File: src/rtl/timer_pkg.sv
// Shared types and constants for the BCD timer.
//  timer_state_t : controller states
//  digit widths, BCD maximum digit values, preset field offsets
//  sat_lo / sat_hi : clamp a raw 4-bit preset digit into its legal range
package timer_pkg;

   typedef enum logic [1:0] {IDLE, RUN, PAUSE, DONE} timer_state_t;

   localparam int LO_W       = 4;
   localparam int HI_W       = 3;
   localparam int BCD_LO_MAX = 9;
   localparam int BCD_HI_MAX = 5;

   localparam int SEC_LO_OFS = 0;
   localparam int SEC_HI_OFS = 4;
   localparam int MIN_LO_OFS = 8;
   localparam int MIN_HI_OFS = 12;
   localparam int HR_LO_OFS  = 16;
   localparam int HR_HI_OFS  = 20;

   function automatic logic [LO_W-1:0] sat_lo(input logic [3:0] d);
      return (d > 4'(BCD_LO_MAX)) ? LO_W'(BCD_LO_MAX) : d;
   endfunction

   function automatic logic [HI_W-1:0] sat_hi(input logic [3:0] d);
      return (d > 4'(BCD_HI_MAX)) ? HI_W'(BCD_HI_MAX) : d[HI_W-1:0];
   endfunction

endpackage

File: src/rtl/bcd_digit_counter.sv
// Single BCD digit, counting up or down over 0..p_max.
//  i_clk, i_reset   : clock, async active-high reset
//  i_en             : advance one step this cycle
//  i_up             : 1 = count up, 0 = count down
//  i_load/i_load_val: synchronous load (has priority over i_en)
//  o_val            : current digit value
//  o_wrap           : combinational; the next enabled step wraps (carry/borrow)
module bcd_digit_counter
   import timer_pkg::*;
#(
   parameter int p_max = BCD_LO_MAX,
   parameter int p_w   = LO_W
) (
   input  logic           i_clk,
   input  logic           i_reset,
   input  logic           i_en,
   input  logic           i_up,
   input  logic           i_load,
   input  logic [p_w-1:0] i_load_val,
   output logic [p_w-1:0] o_val,
   output logic           o_wrap
);

   assign o_wrap = i_up ? (o_val == p_w'(p_max)) : (o_val == '0);

   always_ff @(posedge i_clk or posedge i_reset) begin
      if (i_reset) begin
         o_val <= '0;
      end else if (i_load) begin
         o_val <= i_load_val;
      end else if (i_en) begin
         if (i_up) o_val <= o_wrap ? '0 : o_val + p_w'(1);
         else      o_val <= o_wrap ? p_w'(p_max) : o_val - p_w'(1);
      end
   end

endmodule

File: src/rtl/bcd_timer_top.sv
// mm:ss (hh:mm:ss with TIMER_HOURS_EN defined) BCD stopwatch / countdown.
//  i_clk, i_reset        : clock, async active-high reset
//  i_start / i_stop      : begin-resume / pause (stop wins when both set)
//  i_load, i_preset_bcd  : preset {hr_hi,hr_lo,min_hi,min_lo,sec_hi,sec_lo}
//  i_mode_up             : 1 = stopwatch, 0 = countdown (latched on start from IDLE)
//  o_sec_lo..o_min_hi    : time digits; o_hr_bcd hours (0 without TIMER_HOURS_EN)
//  o_second_imp          : 1 s tick while running
//  o_minute_imp          : seconds carry/borrow
//  o_done                : countdown reached zero
//  o_running             : state is RUN
//
// state | meaning
// IDLE  | stopped after reset or load; waits for start
// RUN   | prescaler running, digits advance every tick
// PAUSE | stopped by i_stop; prescaler phase retained
// DONE  | countdown hit zero; waits for start or load
module bcd_timer_top
   import timer_pkg::*;
#(
   parameter int p_clk_hz   = 50_000_000,
   parameter int p_hour_max = 23
) (
   input  logic        i_clk,
   input  logic        i_reset,
   input  logic        i_start,
   input  logic        i_stop,
   input  logic        i_load,
   input  logic        i_mode_up,
   input  logic [23:0] i_preset_bcd,
   output logic [3:0]  o_sec_lo,
   output logic [2:0]  o_sec_hi,
   output logic [3:0]  o_min_lo,
   output logic [2:0]  o_min_hi,
   output logic [7:0]  o_hr_bcd,
   output logic        o_second_imp,
   output logic        o_minute_imp,
   output logic        o_done,
   output logic        o_running
);

   localparam int PRE_W = (p_clk_hz > 1) ? $clog2(p_clk_hz) : 1;
   localparam logic [PRE_W-1:0] PRE_TC = PRE_W'(p_clk_hz - 1);

   timer_state_t     state, state_nxt;
   logic             mode_up;
   logic [PRE_W-1:0] presc;
   logic             presc_clr, go, load_ok, tick, cnt_en;
   logic             zero, one_sec, hr_zero, done_tick, start_done;
   logic             w_sec_lo, w_sec_hi, w_min_lo, w_min_hi;
   logic             en_sec_hi, en_min_lo, en_min_hi;

   assign go      = i_start && !i_stop;
   assign load_ok = i_load && (state != RUN);
   assign tick    = (state == RUN) && (presc == PRE_TC);
   // A countdown restarted from DONE sits at zero instead of borrowing to 59:59.
   assign cnt_en  = tick && (mode_up || !zero);

   assign zero    = hr_zero && (o_sec_lo == '0) && (o_sec_hi == '0)
                    && (o_min_lo == '0) && (o_min_hi == '0);
   assign one_sec = hr_zero && (o_sec_lo == 4'd1) && (o_sec_hi == '0)
                    && (o_min_lo == '0) && (o_min_hi == '0);

   // The tick that takes the count from 1 s to zero is the done event.
   assign done_tick  = tick && !mode_up && one_sec;
   assign start_done = (state == IDLE) && !i_load && go && !i_mode_up && zero;

   always_comb begin
      state_nxt = state;
      case (state)
         IDLE:  if (!i_load && go) state_nxt = start_done ? DONE : RUN;
         RUN:   if (done_tick) state_nxt = DONE;
                else if (i_stop) state_nxt = PAUSE;
         PAUSE: if (i_load) state_nxt = IDLE;
                else if (go) state_nxt = RUN;
         DONE:  if (i_load) state_nxt = IDLE;
                else if (go) state_nxt = RUN;
      endcase
      presc_clr = load_ok || ((state == IDLE || state == DONE) && state_nxt == RUN);
   end

   always_ff @(posedge i_clk or posedge i_reset) begin
      if (i_reset) begin
         state   <= IDLE;
         mode_up <= 1'b0;
         presc   <= '0;
      end else begin
         state <= state_nxt;
         if (state == IDLE && !i_load && go) mode_up <= i_mode_up;
         if (presc_clr)          presc <= '0;
         else if (state == RUN)  presc <= tick ? '0 : presc + PRE_W'(1);
      end
   end

   assign en_sec_hi = cnt_en && w_sec_lo;
   assign en_min_lo = en_sec_hi && w_sec_hi;
   assign en_min_hi = en_min_lo && w_min_lo;

   bcd_digit_counter #(.p_max(BCD_LO_MAX), .p_w(LO_W)) u_sec_lo (
      .i_clk(i_clk), .i_reset(i_reset), .i_en(cnt_en), .i_up(mode_up), .i_load(load_ok),
      .i_load_val(sat_lo(i_preset_bcd[SEC_LO_OFS +: 4])), .o_val(o_sec_lo), .o_wrap(w_sec_lo));

   bcd_digit_counter #(.p_max(BCD_HI_MAX), .p_w(HI_W)) u_sec_hi (
      .i_clk(i_clk), .i_reset(i_reset), .i_en(en_sec_hi), .i_up(mode_up), .i_load(load_ok),
      .i_load_val(sat_hi(i_preset_bcd[SEC_HI_OFS +: 4])), .o_val(o_sec_hi), .o_wrap(w_sec_hi));

   bcd_digit_counter #(.p_max(BCD_LO_MAX), .p_w(LO_W)) u_min_lo (
      .i_clk(i_clk), .i_reset(i_reset), .i_en(en_min_lo), .i_up(mode_up), .i_load(load_ok),
      .i_load_val(sat_lo(i_preset_bcd[MIN_LO_OFS +: 4])), .o_val(o_min_lo), .o_wrap(w_min_lo));

   bcd_digit_counter #(.p_max(BCD_HI_MAX), .p_w(HI_W)) u_min_hi (
      .i_clk(i_clk), .i_reset(i_reset), .i_en(en_min_hi), .i_up(mode_up), .i_load(load_ok),
      .i_load_val(sat_hi(i_preset_bcd[MIN_HI_OFS +: 4])), .o_val(o_min_hi), .o_wrap(w_min_hi));

`ifdef TIMER_HOURS_EN
   localparam logic [3:0] HR_MAX_HI = 4'(p_hour_max / 10);
   localparam logic [3:0] HR_MAX_LO = 4'(p_hour_max % 10);

   logic [3:0] hr_hi, hr_lo, hr_ld_lo;
   logic [7:0] hr_ld_dec;
   logic       hr_en, hr_wrap;

   // Hours wrap at p_hour_max rather than at a per-digit limit, so both digits live here.
   assign hr_en     = en_min_hi && w_min_hi;
   assign hr_zero   = (hr_hi == '0) && (hr_lo == '0);
   assign hr_wrap   = mode_up ? (hr_hi == HR_MAX_HI && hr_lo == HR_MAX_LO) : hr_zero;
   assign hr_ld_lo  = sat_lo(i_preset_bcd[HR_LO_OFS +: 4]);
   assign hr_ld_dec = 8'(i_preset_bcd[HR_HI_OFS +: 4]) * 8'd10 + 8'(hr_ld_lo);

   always_ff @(posedge i_clk or posedge i_reset) begin
      if (i_reset) begin
         hr_hi <= '0;
         hr_lo <= '0;
      end else if (load_ok) begin
         if (hr_ld_dec > 8'(p_hour_max)) begin
            hr_hi <= HR_MAX_HI;
            hr_lo <= HR_MAX_LO;
         end else begin
            hr_hi <= i_preset_bcd[HR_HI_OFS +: 4];
            hr_lo <= hr_ld_lo;
         end
      end else if (hr_en) begin
         if (mode_up) begin
            if (hr_wrap) begin
               hr_hi <= '0;
               hr_lo <= '0;
            end else if (hr_lo == 4'd9) begin
               hr_hi <= hr_hi + 4'd1;
               hr_lo <= '0;
            end else begin
               hr_lo <= hr_lo + 4'd1;
            end
         end else begin
            if (hr_wrap) begin
               hr_hi <= HR_MAX_HI;
               hr_lo <= HR_MAX_LO;
            end else if (hr_lo == '0) begin
               hr_hi <= hr_hi - 4'd1;
               hr_lo <= 4'd9;
            end else begin
               hr_lo <= hr_lo - 4'd1;
            end
         end
      end
   end

   assign o_hr_bcd = {hr_hi, hr_lo};
`else
   localparam int unused_hour_max = p_hour_max;
   logic unused_preset_hr;

   assign unused_preset_hr = ^i_preset_bcd[23:16];
   assign hr_zero          = 1'b1;
   assign o_hr_bcd         = '0;
`endif

   assign o_second_imp = tick;
   assign o_minute_imp = en_min_lo;
   assign o_done       = done_tick || start_done;
   assign o_running    = (state == RUN);

endmodule
File: config.mk
export PLATFORM = sky130hd
export DESIGN_NAME = bcd_timer_top
export DESIGN_NICKNAME = d
export VERILOG_FILES = /design/src/rtl/timer_pkg.sv /design/src/rtl/bcd_digit_counter.sv /design/src/rtl/bcd_timer_top.sv
export SDC_FILE = /design/constraint.sdc
export NUM_CORES = 1
export LEC_CHECK = 0
export CAP_MARGIN = 20
export CORE_MARGIN = 1.5
export CORE_UTILIZATION = 53
export CTS_CLUSTER_DIAMETER = 120
export CTS_CLUSTER_SIZE = 12
export DETAILED_ROUTE_END_ITERATION = 12
export HOLD_SLACK_MARGIN = 0.03
export PLACE_DENSITY = 0.89
export SYNTH_ARGS = -nofsm -noshare
export SYNTH_HDL_FRONTEND = slang
export SYNTH_HIERARCHICAL = 1
export SYNTH_SLANG_ARGS = --single-unit
File: constraint.sdc
create_clock -name i_clk -period 4.1 [get_ports i_clk]
set_input_delay 0.82 -clock i_clk [delete_from_list [all_inputs] [get_ports i_clk]]
set_output_delay 0.82 -clock i_clk [all_outputs]
set_load 0.05 [all_outputs]
# Word level (Yosys, flattened, before mapping)
# Cells that the tools add are included.
[op_classes]
add_sub_neg = 9
n_mul = 0
div_mod_pow = 0
magnitude_cmp = 4
eq_ne = 11
shifts = 0
mux = 38
n_bitwise = 0
reduce_logical = 41
[ops]
columns = ["op", "n"]
rows = [
  ["26-bit two-way mux", 3],
  ["4-bit two-way mux", 12],
  ["3-bit two-way mux", 12],
  ["26-bit by 1-bit adder with 26-bit output, second input constant", 1],
  ["26-bit == test, second input constant", 1],
  ["1-bit logical AND", 21],
  ["2-bit two-way mux", 6],
  ["2-bit nonzero test", 5],
  ["4-bit by 1-bit adder with 4-bit output, second input constant", 2],
  ["4-bit == test, second input constant", 2],
  ["4-bit by 3-bit > comparator with 1-bit output, second input constant", 2],
  ["4-bit > comparator, second input constant", 2],
  ["4-bit logical NOT", 2],
  ["4-bit by 1-bit subtractor with 4-bit output, second input constant", 2],
  ["3-bit by 1-bit adder with 3-bit output, second input constant", 2],
  ["3-bit == test, second input constant", 2],
  ["3-bit logical NOT", 2],
  ["2-bit one-hot mux with 3 select lines", 1],
  ["3-bit by 1-bit subtractor with 3-bit output, second input constant", 2],
  ["1-bit logical NOT", 5],
  ["2-bit by 1-bit == test with 1-bit output, second input constant", 2],
  ["2-bit == test, second input constant", 2],
  ["4-bit by 1-bit == test with 1-bit output, second input constant", 1],
  ["1-bit logical OR", 4],
  ["other kinds (4)", 7],
]
[word_totals]
register_bits = 43
latchBits = 0
mem_bits_rw = 0
rom_bits = 0
in_bits = 30
mem_count = 0

# Logic depth before layout (Yosys ltp)
[depth]
depth_word = 12
mapped_depth = 12
mapped_depth_nobuf = 11

# Hierarchy
# Netlist, hierarchy kept.
[by_module_without_submodules]
columns = ["mod", "instances", "cells_per_inst", "area_each_um2"]
rows = [
  ["bcd_timer_top", 1, 219, 1986.9],
  ["bcd_digit_counter (u_min_lo ...)", 2, 47, 406.6],
  ["bcd_digit_counter (u_min_hi ...)", 2, 37, 299.0],
]

# Worst setup path before layout
# No wires, ideal clock.
[synth_path]
kind = "register to output"
from = "register state[1]"
to = "output o_minute_imp"
arrival_time_ns = 3.307
t_required_ns = 3.280
setup_slack_ns = -0.027
path_stages_with_launch = 9
path_cell_list = "dfrtp_1 inv_1 ha_1 buf_6 nand3_1 or3_2 nor2_2 o31a_1 and3_1"
[synth_via]
elab_chain_cells = 5
[synth_rtl]
columns = ["element", "line", "source"]
rows = [
  ["start, declared", "bcd_timer_top.sv:44", "timer_state_t state, state_nxt;"],
  ["start signal, assigned", "bcd_timer_top.sv:87", "state <= state_nxt;"],
  ["2-bit by 1-bit == test with 1-bit output", "n/a", ""],
  ["via o_running", "bcd_timer_top.sv:38", "output logic o_running"],
  ["1-bit logical AND", "bcd_timer_top.sv:54", "assign tick = (state == RUN) && (presc == PRE_TC);"],
  ["via o_second_imp", "bcd_timer_top.sv:35", "output logic o_second_imp,"],
  ["1-bit logical AND", "bcd_timer_top.sv:56", "assign cnt_en = tick && (mode_up || !zero);"],
  ["via cnt_en", "bcd_timer_top.sv:47", "logic presc_clr, go, load_ok, tick, cnt_en;"],
  ["1-bit logical AND", "bcd_timer_top.sv:94", "assign en_sec_hi = cnt_en && w_sec_lo;"],
  ["1-bit logical AND", "bcd_timer_top.sv:95", "assign en_min_lo = en_sec_hi && w_sec_hi;"],
  ["end, declared", "bcd_timer_top.sv:36", "output logic o_minute_imp,"],
]
# The timed path passes the listed nets, and every way through them passes these cells.

# Worst setup path after layout
[layout_path]
from = "register presc[10]"
to = "output o_second_imp"
[layout_via]
elab_chain_cells = 2
[layout_rtl]
columns = ["element", "line", "source"]
rows = [
  ["start, declared", "bcd_timer_top.sv:46", "logic [PRE_W-1:0] presc;"],
  ["start signal, assigned", "bcd_timer_top.sv:90", "else if (state == RUN) presc <= tick ? '0 : presc + PRE_W'(1);"],
  ["26-bit == test", "bcd_timer_top.sv:54", ""],
  ["1-bit logical AND", "bcd_timer_top.sv:54", ""],
  ["end, declared", "bcd_timer_top.sv:35", ""],
]
# No other way between the ends.

==> reports/qor.txt <==
Status: finished, final reports clean
Die height: 82.9 um
Die ar.: 6870 um^2
Setup violators final: 0
Avg Synthesized Cell Area: 8.81 um^2
Register area: 1080 um^2
Synth warn: 6
Core Footprint: 6030 um^2
Die W: 82.9 um
Row cnt: 28
Worst-path maximum fanout: 10
Clock transition at path regs: 0.08 ns
Mapped Area: 3380 um^2
Synth-to-Final Area Change: 13.9%
DP Area: 3740 um^2
Area occupied by multi-input gates: 2050 um^2
Min Tclk post-route: 3.79 ns
DR vias: 2910
Clock skew: 0.00534 ns
I/O pins: 56
Skew-Pair Late Insertion Delay: 0.30 ns
Initial antenna violation count: 0
Final instance area: 3850 um^2
Crit path DAT: 2.97 ns
RSZ-0062 raised after global routing: false
DRC viols: 0
Hold buffers post-CTS: 0
Iteration-0 DRC Markers: 219
Power Dens Cells: 424 nW/um^2
Dpl cells: 486
Setup bufs post-CTS: 0
Worst Path Class, Setup: reg2out
Vias per std cell: 5.88
Share of post-route cells with drive strength above 1: 8.57%
Post-Route WL: 7.42 mm
Worst EP required: 3.28 ns
Worst Max-Slew Pin Slew: 0.653 ns
Pins Over Slew Limit: 0
Drt wl/cell: 15.0 um
Final GP Congestion: 0.865
Largest net degree at the start of global routing: 35
Synth Instances: 384
DRT antenna net count: 0
Grt ovf: 0
Initial Util: 56.1%
Root buffer cell: clkbuf_8
Vias in the first global route: 2825
Fmax: 0.264 GHz
Diode count: 0
Leakage: 0.00157 uW
H-tree depth: 2
Startpoint types: flip-flop
Fill count: 502
Hold crit path type: reg2reg
Relative slew slack: 56.1%
Post-layout nets: 469
Post-Layout Cell Count: 495
Final Hold Viols: 0
IO buf count: 39
Setup total negative slack: 0 ns
Crit path capture type: primary output
Global-route wire length before repair: 12.7 mm
First drt pass iteration count: 5
Cts bufs inserted: 5
Global Route Usage Sum: 21.6%
Post-CTS Resized: 0
Clock tree buffer depth: 2
Worst vdd ir: 302 uV
Total of max-cap violations: 0
Post-DP HPWL: 5.30 mm
Crit share post-route: 92.4%
CTS tree: done
Num Clock Sinks: 43
## critical path: stages, from the launching register on
cell and delay, ns:
dfrtp_1 0.42, or4_1 0.55, or4_4 0.59, nor2_4 0.26
clkdlybuf4s50_1 0.85
## metrics by stage
step                setup WS [ns]  power [uW]  utilization (%)  hold WS (ns)
global placement            0.675        1340             62.1         0.553
global route                0.220        1730             63.9         0.613
finish                      0.313        1630             63.9         0.588
floorplan                   0.211        1220                -         0.526
CTS                         0.312        1620             63.5         0.590
detailed placement          0.646        1370             62.1         0.578
## registers in the layout, summed over array words and instances, names as in the netlist
| name | count |
|---|---|
| presc | 26 |
| u_min_lo/o_val | 4 |
| u_sec_lo/o_val | 4 |
| u_min_hi/o_val | 3 |
| u_sec_hi/o_val | 3 |
| state | 2 |
| mode_up | 1 |
## final cells by class
type | instances | share of cell area, %
well taps | 75 | 2.44
inverters | 24 | 2.34
clock buffers | 7 | 1.98
multi-input cells | 300 | 53.2
clock inverters | 1 | 0.130
repair buffers | 45 | 12.0
flip-flops and latches | 43 | 27.9
## final timing paths
check                                    end  depth (start not counted)       from  slack (ns)
min in group asynchronous  u_min_hi/o_val[2]                          2    i_reset        0.83
setup / recovery                o_second_imp                          4  presc[10]        0.31
setup reg to reg           u_min_hi/o_val[1]                         10  presc[10]        0.66
max in group asynchronous           presc[9]                          3    i_reset        2.78
hold / removal                     presc[15]                          2  presc[15]        0.59
hold reg to reg                    presc[15]                          2  presc[15]        0.59
## placed cells by master, fill, tap and decap left out, drive strengths merged, types with 6 or more instances in the layout
| cell type | instances |
|---|---|
| xor2 | 15 |
| inv | 24 |
| nor3b | 8 |
| nand3 | 18 |
| ha | 20 |
| clkdlybuf4s50 | 37 |
| nor4 | 7 |
| nand2b | 14 |
| dfrtp | 43 |
| nor2 | 25 |
| conb | 8 |
| nand2 | 24 |
| nor2b | 7 |
| clkbuf | 7 |
| xnor2 | 8 |
| buf | 8 |
| nand4 | 9 |
| o21ai | 17 |
| or3 | 7 |
| o31ai | 6 |
| nand3b | 6 |
| nor3 | 23 |
| a21oi | 17 |
## power by group
part / internal [uW] / switching (uW) / leakage (uW)
sequential: 472 / 96.8 / 0.000568
clock: 120 / 140 / 0.0000422
combinational: 318 / 486 / 0.000956
## per-layer routing
layer  global-route usage (%)  vias up  part of all wire (%)
met5                        0        -                     0
met4                     6.21        0                   1.4
met3                     3.98       12                   4.4
met2                     37.6       86                    50
met1                     27.4     1396                    44
li1                         -     1416                     -
Note: power is estimated with default switching activity, not from simulation.
